--- config.mk ---
export PLATFORM = sky130hd
export DESIGN_NAME = tt3_sweep_capture
export DESIGN_NICKNAME = d
export VERILOG_FILES = /design/src/rtl/tt3_sweep_capture.sv
export SDC_FILE = /design/constraint.sdc
export NUM_CORES = 1
export LEC_CHECK = 0
export BUFFER_PORTS_ARGS = -buffer_cell sky130_fd_sc_hd__buf_2
export CORE_MARGIN = 2
export CORE_UTILIZATION = 35
export DETAILED_ROUTE_END_ITERATION = 16
export GPL_ROUTABILITY_DRIVEN = 0
export PLACE_DENSITY_LB_ADDON = 0.12
export SYNTH_ARGS = -nofsm -noshare
export SYNTH_HDL_FRONTEND = slang
export SYNTH_SLANG_ARGS = --single-unit
export TNS_END_PERCENT = 10
--- constraint.sdc ---
create_clock -name clk -period 3 [get_ports clk]
set_input_delay 0.45 -clock clk [delete_from_list [all_inputs] [get_ports clk]]
set_output_delay 0.45 -clock clk [all_outputs]
set_load 0.05 [all_outputs]
--- src/rtl/tt3_sweep_capture.sv ---
// Exhaustive 3-input truth-table sweeper: drives all eight input codes into an
// attached logic block, samples its synchronised output and compares the code.
module tt3_sweep_capture #(
    parameter int unsigned SETTLE      = 4,
    parameter int unsigned SYNC_STAGES = 2
) (
    input  logic       clk,
    input  logic       rst_n,
    input  logic       start,
    input  logic [7:0] expected,
    output logic [2:0] dut_in,
    input  logic       dut_out,
    output logic       busy,
    output logic       done,
    output logic [7:0] table_out,
    output logic       match
);

    localparam int unsigned CNT_W = $clog2(SETTLE + 1);
    localparam logic [CNT_W-1:0] CNT_LAST = CNT_W'(SETTLE - 1);

    localparam logic [1:0] S_IDLE = 2'd0;
    localparam logic [1:0] S_RUN  = 2'd1;
    localparam logic [1:0] S_DONE = 2'd2;

    // The synchronised output must have caught up with dut_in before it is sampled.
    generate
        if (SETTLE < SYNC_STAGES + 1) begin : g_bad_settle
            $error("tt3_sweep_capture: SETTLE must be >= SYNC_STAGES+1");
        end
        if (SYNC_STAGES > 3) begin : g_bad_sync
            $error("tt3_sweep_capture: SYNC_STAGES must be 0..3");
        end
    endgenerate

    logic out_sync;

    generate
        if (SYNC_STAGES == 0) begin : g_nosync
            assign out_sync = dut_out;
        end else begin : g_sync
            logic [SYNC_STAGES-1:0] sync_q;
            always_ff @(posedge clk or negedge rst_n) begin
                if (!rst_n) begin
                    sync_q <= '0;
                end else begin
                    sync_q <= SYNC_STAGES'({sync_q, dut_out});
                end
            end
            assign out_sync = sync_q[SYNC_STAGES-1];
        end
    endgenerate

    logic [1:0]       state_q,  state_d;
    logic [2:0]       idx_q,    idx_d;
    logic [CNT_W-1:0] cnt_q,    cnt_d;
    logic [7:0]       exp_q,    exp_d;
    logic [7:0]       table_q,  table_d;
    logic [2:0]       dut_in_q, dut_in_d;
    logic             busy_q,   busy_d;
    logic             done_q,   done_d;
    logic             match_q,  match_d;

    always_ff @(posedge clk or negedge rst_n) begin
        if (!rst_n) begin
            state_q  <= S_IDLE;
            idx_q    <= '0;
            cnt_q    <= '0;
            exp_q    <= '0;
            table_q  <= '0;
            dut_in_q <= '0;
            busy_q   <= 1'b0;
            done_q   <= 1'b0;
            match_q  <= 1'b0;
        end else begin
            state_q  <= state_d;
            idx_q    <= idx_d;
            cnt_q    <= cnt_d;
            exp_q    <= exp_d;
            table_q  <= table_d;
            dut_in_q <= dut_in_d;
            busy_q   <= busy_d;
            done_q   <= done_d;
            match_q  <= match_d;
        end
    end

    // Sweep sequencing; dut_in is loaded one cycle ahead so it tracks idx.
    always_comb begin
        state_d  = state_q;
        idx_d    = idx_q;
        cnt_d    = cnt_q;
        exp_d    = exp_q;
        table_d  = table_q;
        dut_in_d = dut_in_q;
        busy_d   = busy_q;
        done_d   = 1'b0;
        match_d  = match_q;

        case (state_q)
            S_IDLE: begin
                if (start) begin
                    exp_d    = expected;
                    table_d  = '0;
                    match_d  = 1'b0;
                    idx_d    = '0;
                    cnt_d    = '0;
                    dut_in_d = '0;
                    busy_d   = 1'b1;
                    state_d  = S_RUN;
                end
            end
            S_RUN: begin
                if (cnt_q == CNT_LAST) begin
                    table_d[3'd7 - idx_q] = out_sync;
                    cnt_d = '0;
                    if (idx_q == 3'd7) begin
                        state_d  = S_DONE;
                        done_d   = 1'b1;
                        match_d  = (table_d == exp_q);
                        dut_in_d = '0;
                    end else begin
                        idx_d    = idx_q + 3'd1;
                        dut_in_d = idx_q + 3'd1;
                    end
                end else begin
                    cnt_d = cnt_q + CNT_W'(1);
                end
            end
            S_DONE: begin
                busy_d  = 1'b0;
                state_d = S_IDLE;
            end
            default: begin
                busy_d  = 1'b0;
                state_d = S_IDLE;
            end
        endcase
    end

    assign dut_in    = dut_in_q;
    assign busy      = busy_q;
    assign done      = done_q;
    assign table_out = table_q;
    assign match     = match_q;

endmodule
==> flow_metrics.tcl, run 1 <==
set metrics [dict create \
    finalCriticalPeriod_ns 2.05 \
    clk_pin_slew_ns 0.06 \
    wire_per_inst_um 15.4 \
    die_h_um 72.7 \
    worst-r2r-setup-slack_ns 0.95 \
    num_io_pins 26 \
    status "completed" \
    fill_cells 454 \
    yosysTopAreaCell "dfrtp_1" \
    whs_ns 0.213 \
    power_frac_comb_pct 47.4 \
    placed_cells 231 \
    share_clk_of_total_power_pct 15.7 \
    finalWirelength_mm 3.69 \
    worst-path-max-fanout 16 \
    antenna_cells 0 \
    use_met3_pct 5.39 \
    cts_resized 0 \
    yosysTopAreaCellShare_pct 48.5 \
    post_dp_cell_area_um2 1830 \
    postSynthNetCount 174 \
    ys_async_sr_fraction_pct 100 \
    grt_first_pass_wirelength_mm 6.35 \
    grt_pass1_vias 1210 \
    cts-hold-fix-buffers 0 \
    clk_path_buf_depth 2 \
    min_path_type "primary input to asynchronous set/reset pin" \
    dieArea_um2 5280 \
    vias_per_cell 5.43 \
    timing.rr.start "idx_q[0]" \
    ff2ff_path_depth 5 \
    firstDrtPassIters 4 \
    rows 24 \
    timing.setup.tns_ns 0 \
    grt_use_met2_pct 21.6 \
    r2r_end "match" \
    die_x_um 72.7 \
    crit_chain "or3b_4 > mux2i_1 > o21ai_1 > or3_1 > o31ai_1" \
    worst_slew_pin_slew_ns 0.705 \
    synth_ff_type "dfrtp_1" \
    cts_tree "built" \
    ir_drop_v 0.000366 \
    synthTopCellsByCount "dfrtp_1 (32), o21ai_0 (17), mux2_2 (8)" \
    timing.fmax_ghz 0.487 \
    route.antenna.remaining_nets 0 \
    syn2layout_area_growth_pct 16.1 \
    drive_gt1_share_pct 24.1 \
    p_sw_mw 0.969 \
    worst-endpoint-arrival_ns 2.24 \
    drv_slew 0 \
    cts.sinks 32 \
    switching_share_pct 44.9 \
    synth-edff-count 0 \
    start_util_pct 37.1 \
    rsz0062_at_grt "no" \
    vias 1298 \
    insertion_delay_ns 0.28 \
    relSlewSlack_pct 53.0 \
    htree_levels 2 \
    yosysUniqueCellTypes 42 \
    cp_slowest_cell "dfrtp_1" \
    yosys_warnings 0 \
    port_buffers 25 \
    route.detailed.drc 0 \
    cp-start-kind "flip-flop" \
    power_frac_seq_pct 36.9 \
    netlist_area_um2 1650 \
    antenna_found_initial 0 \
    grt_usage_pct 15.7 \
    max_stage_delay_ns 0.64 \
    crit_required_ns 3.19 \
    power.total_mw 2.16 \
    drt_iter0_markers 55 \
    p_int_mw 1.19 \
    cts_setup_buffers 0 \
    cap_violations 0 \
    synth.avg_cell_area_um2 10.4 \
    grt_busiest_layer "met1" \
    cp-end-kind "flip-flop" \
    p_leak_nw 0.916 \
    grt_max_degree 33 \
    met1_usage_pct 22.9 \
    hpwl_mm 2.62 \
    synth_cells 159 \
    core_um2 4440 \
    grt-ovfl-total 0 \
    power_density_nw_per_um2 1130 \
    clockRootBuffer "clkbuf_8" \
    fin_worst_skew_ns 0.00317 \
    post-route-period-util_pct 68.4 \
    critPathLaunch "idx_q[0]" \
    hold_viol_final 0 \
    setup_viol 0 \
    ys_seq_area_share_pct 48.5 \
    final_area_um2 1920 \
    ys_ff_latch 32 \
    ys_top_cells_by_area "dfrtp_1 (49%), mux2_2 (5.5%), o21ai_0 (5.2%), nand3b_1 (2.7%), mux2i_1 (2.4%)" \
    numCtsBuffers 5 \
    final_nets 201 \
    critPathKind "flip-flop to flip-flop" \
    finalNonFillerCells 239 \
    yosysMostFrequentCell "dfrtp_1" \
]
-- power by group through the flow --
stage	clock network (mW)	logic (mW)	registers, mW
finish	0.338	1.02	0.796
CTS	0.350	1.04	0.794
floorplan	0	0.626	0.944
global route	0.372	1.13	0.823
detailed placement	0	1.03	0.802
global placement	0	1.03	0.791
-- worst max-delay path: cells and delay by family (launching register included) --
kind            cells  cell delay [ns]
compound gates      2             0.34
simple gates        2             0.80
flops               1             0.64
mux                 1             0.16
-- metrics by stage --
step / setup slack [ns] / util (%)
after detailed placement: 0.977 / 41.1
after global placement: 1.05 / 41.1
after global routing: 0.744 / 43.1
final: 0.947 / 43.1
after CTS: 0.953 / 43.1
after floorplan: 1.26 / -
-- flip-flops by register name, indices dropped and copies added (netlist names) --
| signal | flops |
|---|---|
| busy | 1 |
| state_q | 2 |
| idx_q | 3 |
| g_sync.sync_q | 2 |
| cnt_q | 3 |
| done | 1 |
| exp_q | 8 |
| dut_in | 3 |
| table_out | 8 |
| match | 1 |
-- worst max path at each step --
stage,end,slack [ns],cells past startpoint
2_1_floorplan,match,1.26,6
3_3_place_gp,idx_q[2],1.05,8
3_5_place_dp,match,0.98,5
4_1_cts,match,0.95,5
5_1_grt,match,0.74,5
6_report,match,0.95,5
-- layout by cell type (no fill, tap or decap), drive strengths merged, types with 2 or more instances in the layout --
master / instances
nor3: 3
buf: 29
nor3b: 4
nand3b: 6
mux2: 8
dfrtp: 32
nand2: 7
nand3: 3
a21o: 5
nor2b: 4
ha: 3
and3: 6
nor2: 5
clkbuf: 8
a31oi: 5
inv: 6
xnor2: 2
o21ai: 19
a21oi: 3
nand2b: 2
mux2i: 4
xor2: 4
a22o: 2
-- layout make-up --
type / count / area (um^2) / share of cell area, %
sequential: 32 / 801 / 41.8
multi-input combinational: 112 / 783 / 40.9
timing repair buffer: 29 / 155 / 8.09
clock buffer: 8 / 90.1 / 4.70
tap: 52 / 65.1 / 3.39
inverter: 6 / 22.5 / 1.17
-- per-layer routing --
metal	share of wire, %	routed length, um	vias to the layer above
li1	-	-	635
met1	49	1820	635
met2	44	1630	22
met3	5.0	185	6
met4	1.6	59	0
met5	0	0	-
-- logic make-up (layout without fill, tap and decap cells) --
| family | Yosys count | count (layout) | synth area share [%] |
|---|---|---|---|
| mux | 12 | 12 | 7.89 |
| buf+inv | 15 | 43 | 4.02 |
| flops | 32 | 32 | 48.5 |
| simple gates | 44 | 44 | 15.7 |
| compound gates | 47 | 47 | 18.4 |
| fa+ha+maj | 3 | 3 | 2.27 |
| xor+xnor | 6 | 6 | 3.18 |
(Power assumes the default switching activity.)
==> run 2: changes to the inputs <==
==> constraint.sdc (replaced) <==
create_clock -name clk -period 1.7 [get_ports clk]
set_input_delay 0.255 -clock clk [delete_from_list [all_inputs] [get_ports clk]]
set_output_delay 0.255 -clock clk [all_outputs]
set_load 0.05 [all_outputs]
==> flow_metrics.tcl, run 2 (synthesized netlist as in run 1, its figures left out) <==
set metrics [dict create \
    status "finished, violations left" \
    violations "setup timing" \
    rows 24 \
    die_x_um 72.7 \
    worst-path-max-fanout 4 \
    cts-hold-fix-buffers 0 \
    cp-start-kind "flip-flop" \
    dieArea_um2 5280 \
    start_util_pct 37.1 \
    power_density_nw_per_um2 2000 \
    final_nets 219 \
    drt_iter0_markers 83 \
    final_cell_mix "dfrtp_1 (32), buf_2 (25), buf_4 (21)" \
    drive_gt1_share_pct 35.1 \
    crit_required_ns 1.89 \
    cts_tree "built" \
    post-route-period-util_pct 103 \
    clockRootBuffer "clkbuf_8" \
    ir_drop_v 0.000815 \
    grt_max_degree 33 \
    antenna_cells 0 \
    setup_ws_ns -0.0517 \
    drv_slew 0 \
    firstDrtPassIters 4 \
    hold_viol_final 0 \
    placed_cells 248 \
    cap_violations 0 \
    finalCriticalPeriod_ns 1.75 \
    rsz0062_at_grt "yes" \
    die_h_um 72.7 \
    cp-end-kind "flip-flop" \
    insertion_delay_ns 0.28 \
    finalWirelength_mm 4.01 \
    antenna_found_initial 0 \
    min_path_type "primary input to asynchronous set/reset pin" \
    final_common_cell "dfrtp_1" \
    critPathKind "flip-flop to flip-flop" \
    wire_per_inst_um 15.6 \
    grt_first_pass_wirelength_mm 6.95 \
    timing.setup.tns_ns -0.0517 \
    relSlewSlack_pct 52.7 \
    route.detailed.drc 0 \
    route.antenna.remaining_nets 0 \
    syn2layout_area_growth_pct 27.2 \
    htree_levels 2 \
    clk_path_buf_depth 2 \
    timing.fmax_ghz 0.571 \
    vias_per_cell 5.37 \
    fin_worst_skew_ns 0.00818 \
    place_worst_setup_slack_ns -0.0310 \
    port_buffers 25 \
    grt_pass1_vias 1414 \
    hpwl_mm 2.91 \
    core_um2 4440 \
    numCtsBuffers 5 \
    vias 1379 \
    worst-r2r-setup-slack_ns -0.05 \
    grt-ovfl-total 0 \
    finalNonFillerCells 257 \
    p_leak_nw 1.01 \
    grt_usage_pct 17.1 \
    fill_cells 452 \
    num_io_pins 26 \
    clk_pin_slew_ns 0.07 \
    worst-endpoint-arrival_ns 1.95 \
    setup_viol 1 \
    cts.sinks 32 \
    worst_slew_pin_slew_ns 0.710 \
]
run 2: final timing paths:
path / from / end / cells past startpoint
min in group clk: dut_out / g_sync.sync_q[0] / 1
min reg2reg: g_sync.sync_q[0] / g_sync.sync_q[1] / 0
max in group asynchronous: rst_n / idx_q[2] / 1
max reg2reg: idx_q[0] / match / 5
min: rst_n / cnt_q[0] / 1
max: idx_q[0] / match / 5
run 2: repair_timing:
item	4_1_cts	5_1_grt
pin swaps	0	0
endpoints found under the setup margin	1	14
setup buffers	1	0
gates resized for setup	0	11
run 2: layout make-up:
class | count | area, um^2 | share of cell area [%]
clock buffer | 8 | 90.1 | 4.29
inverter | 6 | 22.5 | 1.07
multi-input combinational | 112 | 818 | 39.0
sequential | 32 | 801 | 38.1
tap | 52 | 65.1 | 3.10
timing repair buffer | 47 | 303 | 14.4
run 2: report_power, final:
group | total (mW) | switching, mW | internal [mW]
registers | 1.29 | 0.253 | 1.04
clock network | 0.600 | 0.270 | 0.330
logic | 2.30 | 1.30 | 1.00
total | 4.20 | 1.82 | 2.37
run 2: worst max-delay path, stage by stage (launching register included):
cell and delay [ns]:
dfrtp_1 0.43, or3b_4 0.41, mux2i_1 0.16, o21ai_1 0.08, or3_4 0.37, o31ai_2 0.22
run 2: through the flow:
step           instance area, um^2  total power, mW  utilization [%]  hold slack [ns]
6_report                      2100             4.20             47.2           0.0152
5_1_grt                       2100             4.53             47.2           0.0636
4_1_cts                       2060             4.14             46.5           0.0519
3_5_place_dp                  1970             3.51             44.3            0.349
3_3_place_gp                  1970             3.48             44.3            0.333
2_1_floorplan                 1650             2.77                -          -0.0406
run 2: metal layers:
| layer | vias to the layer above | part of all wire, % | routed length (um) | global-route usage [%] |
|---|---|---|---|---|
| met4 | 0 | 0.32 | 13 | 4.94 |
| li1 | 671 | - | - | - |
| met3 | 2 | 3.7 | 150 | 4.42 |
| met2 | 27 | 48 | 1910 | 27.5 |
| met1 | 679 | 48 | 1930 | 22.7 |
| met5 | - | 0 | 0 | 0 |
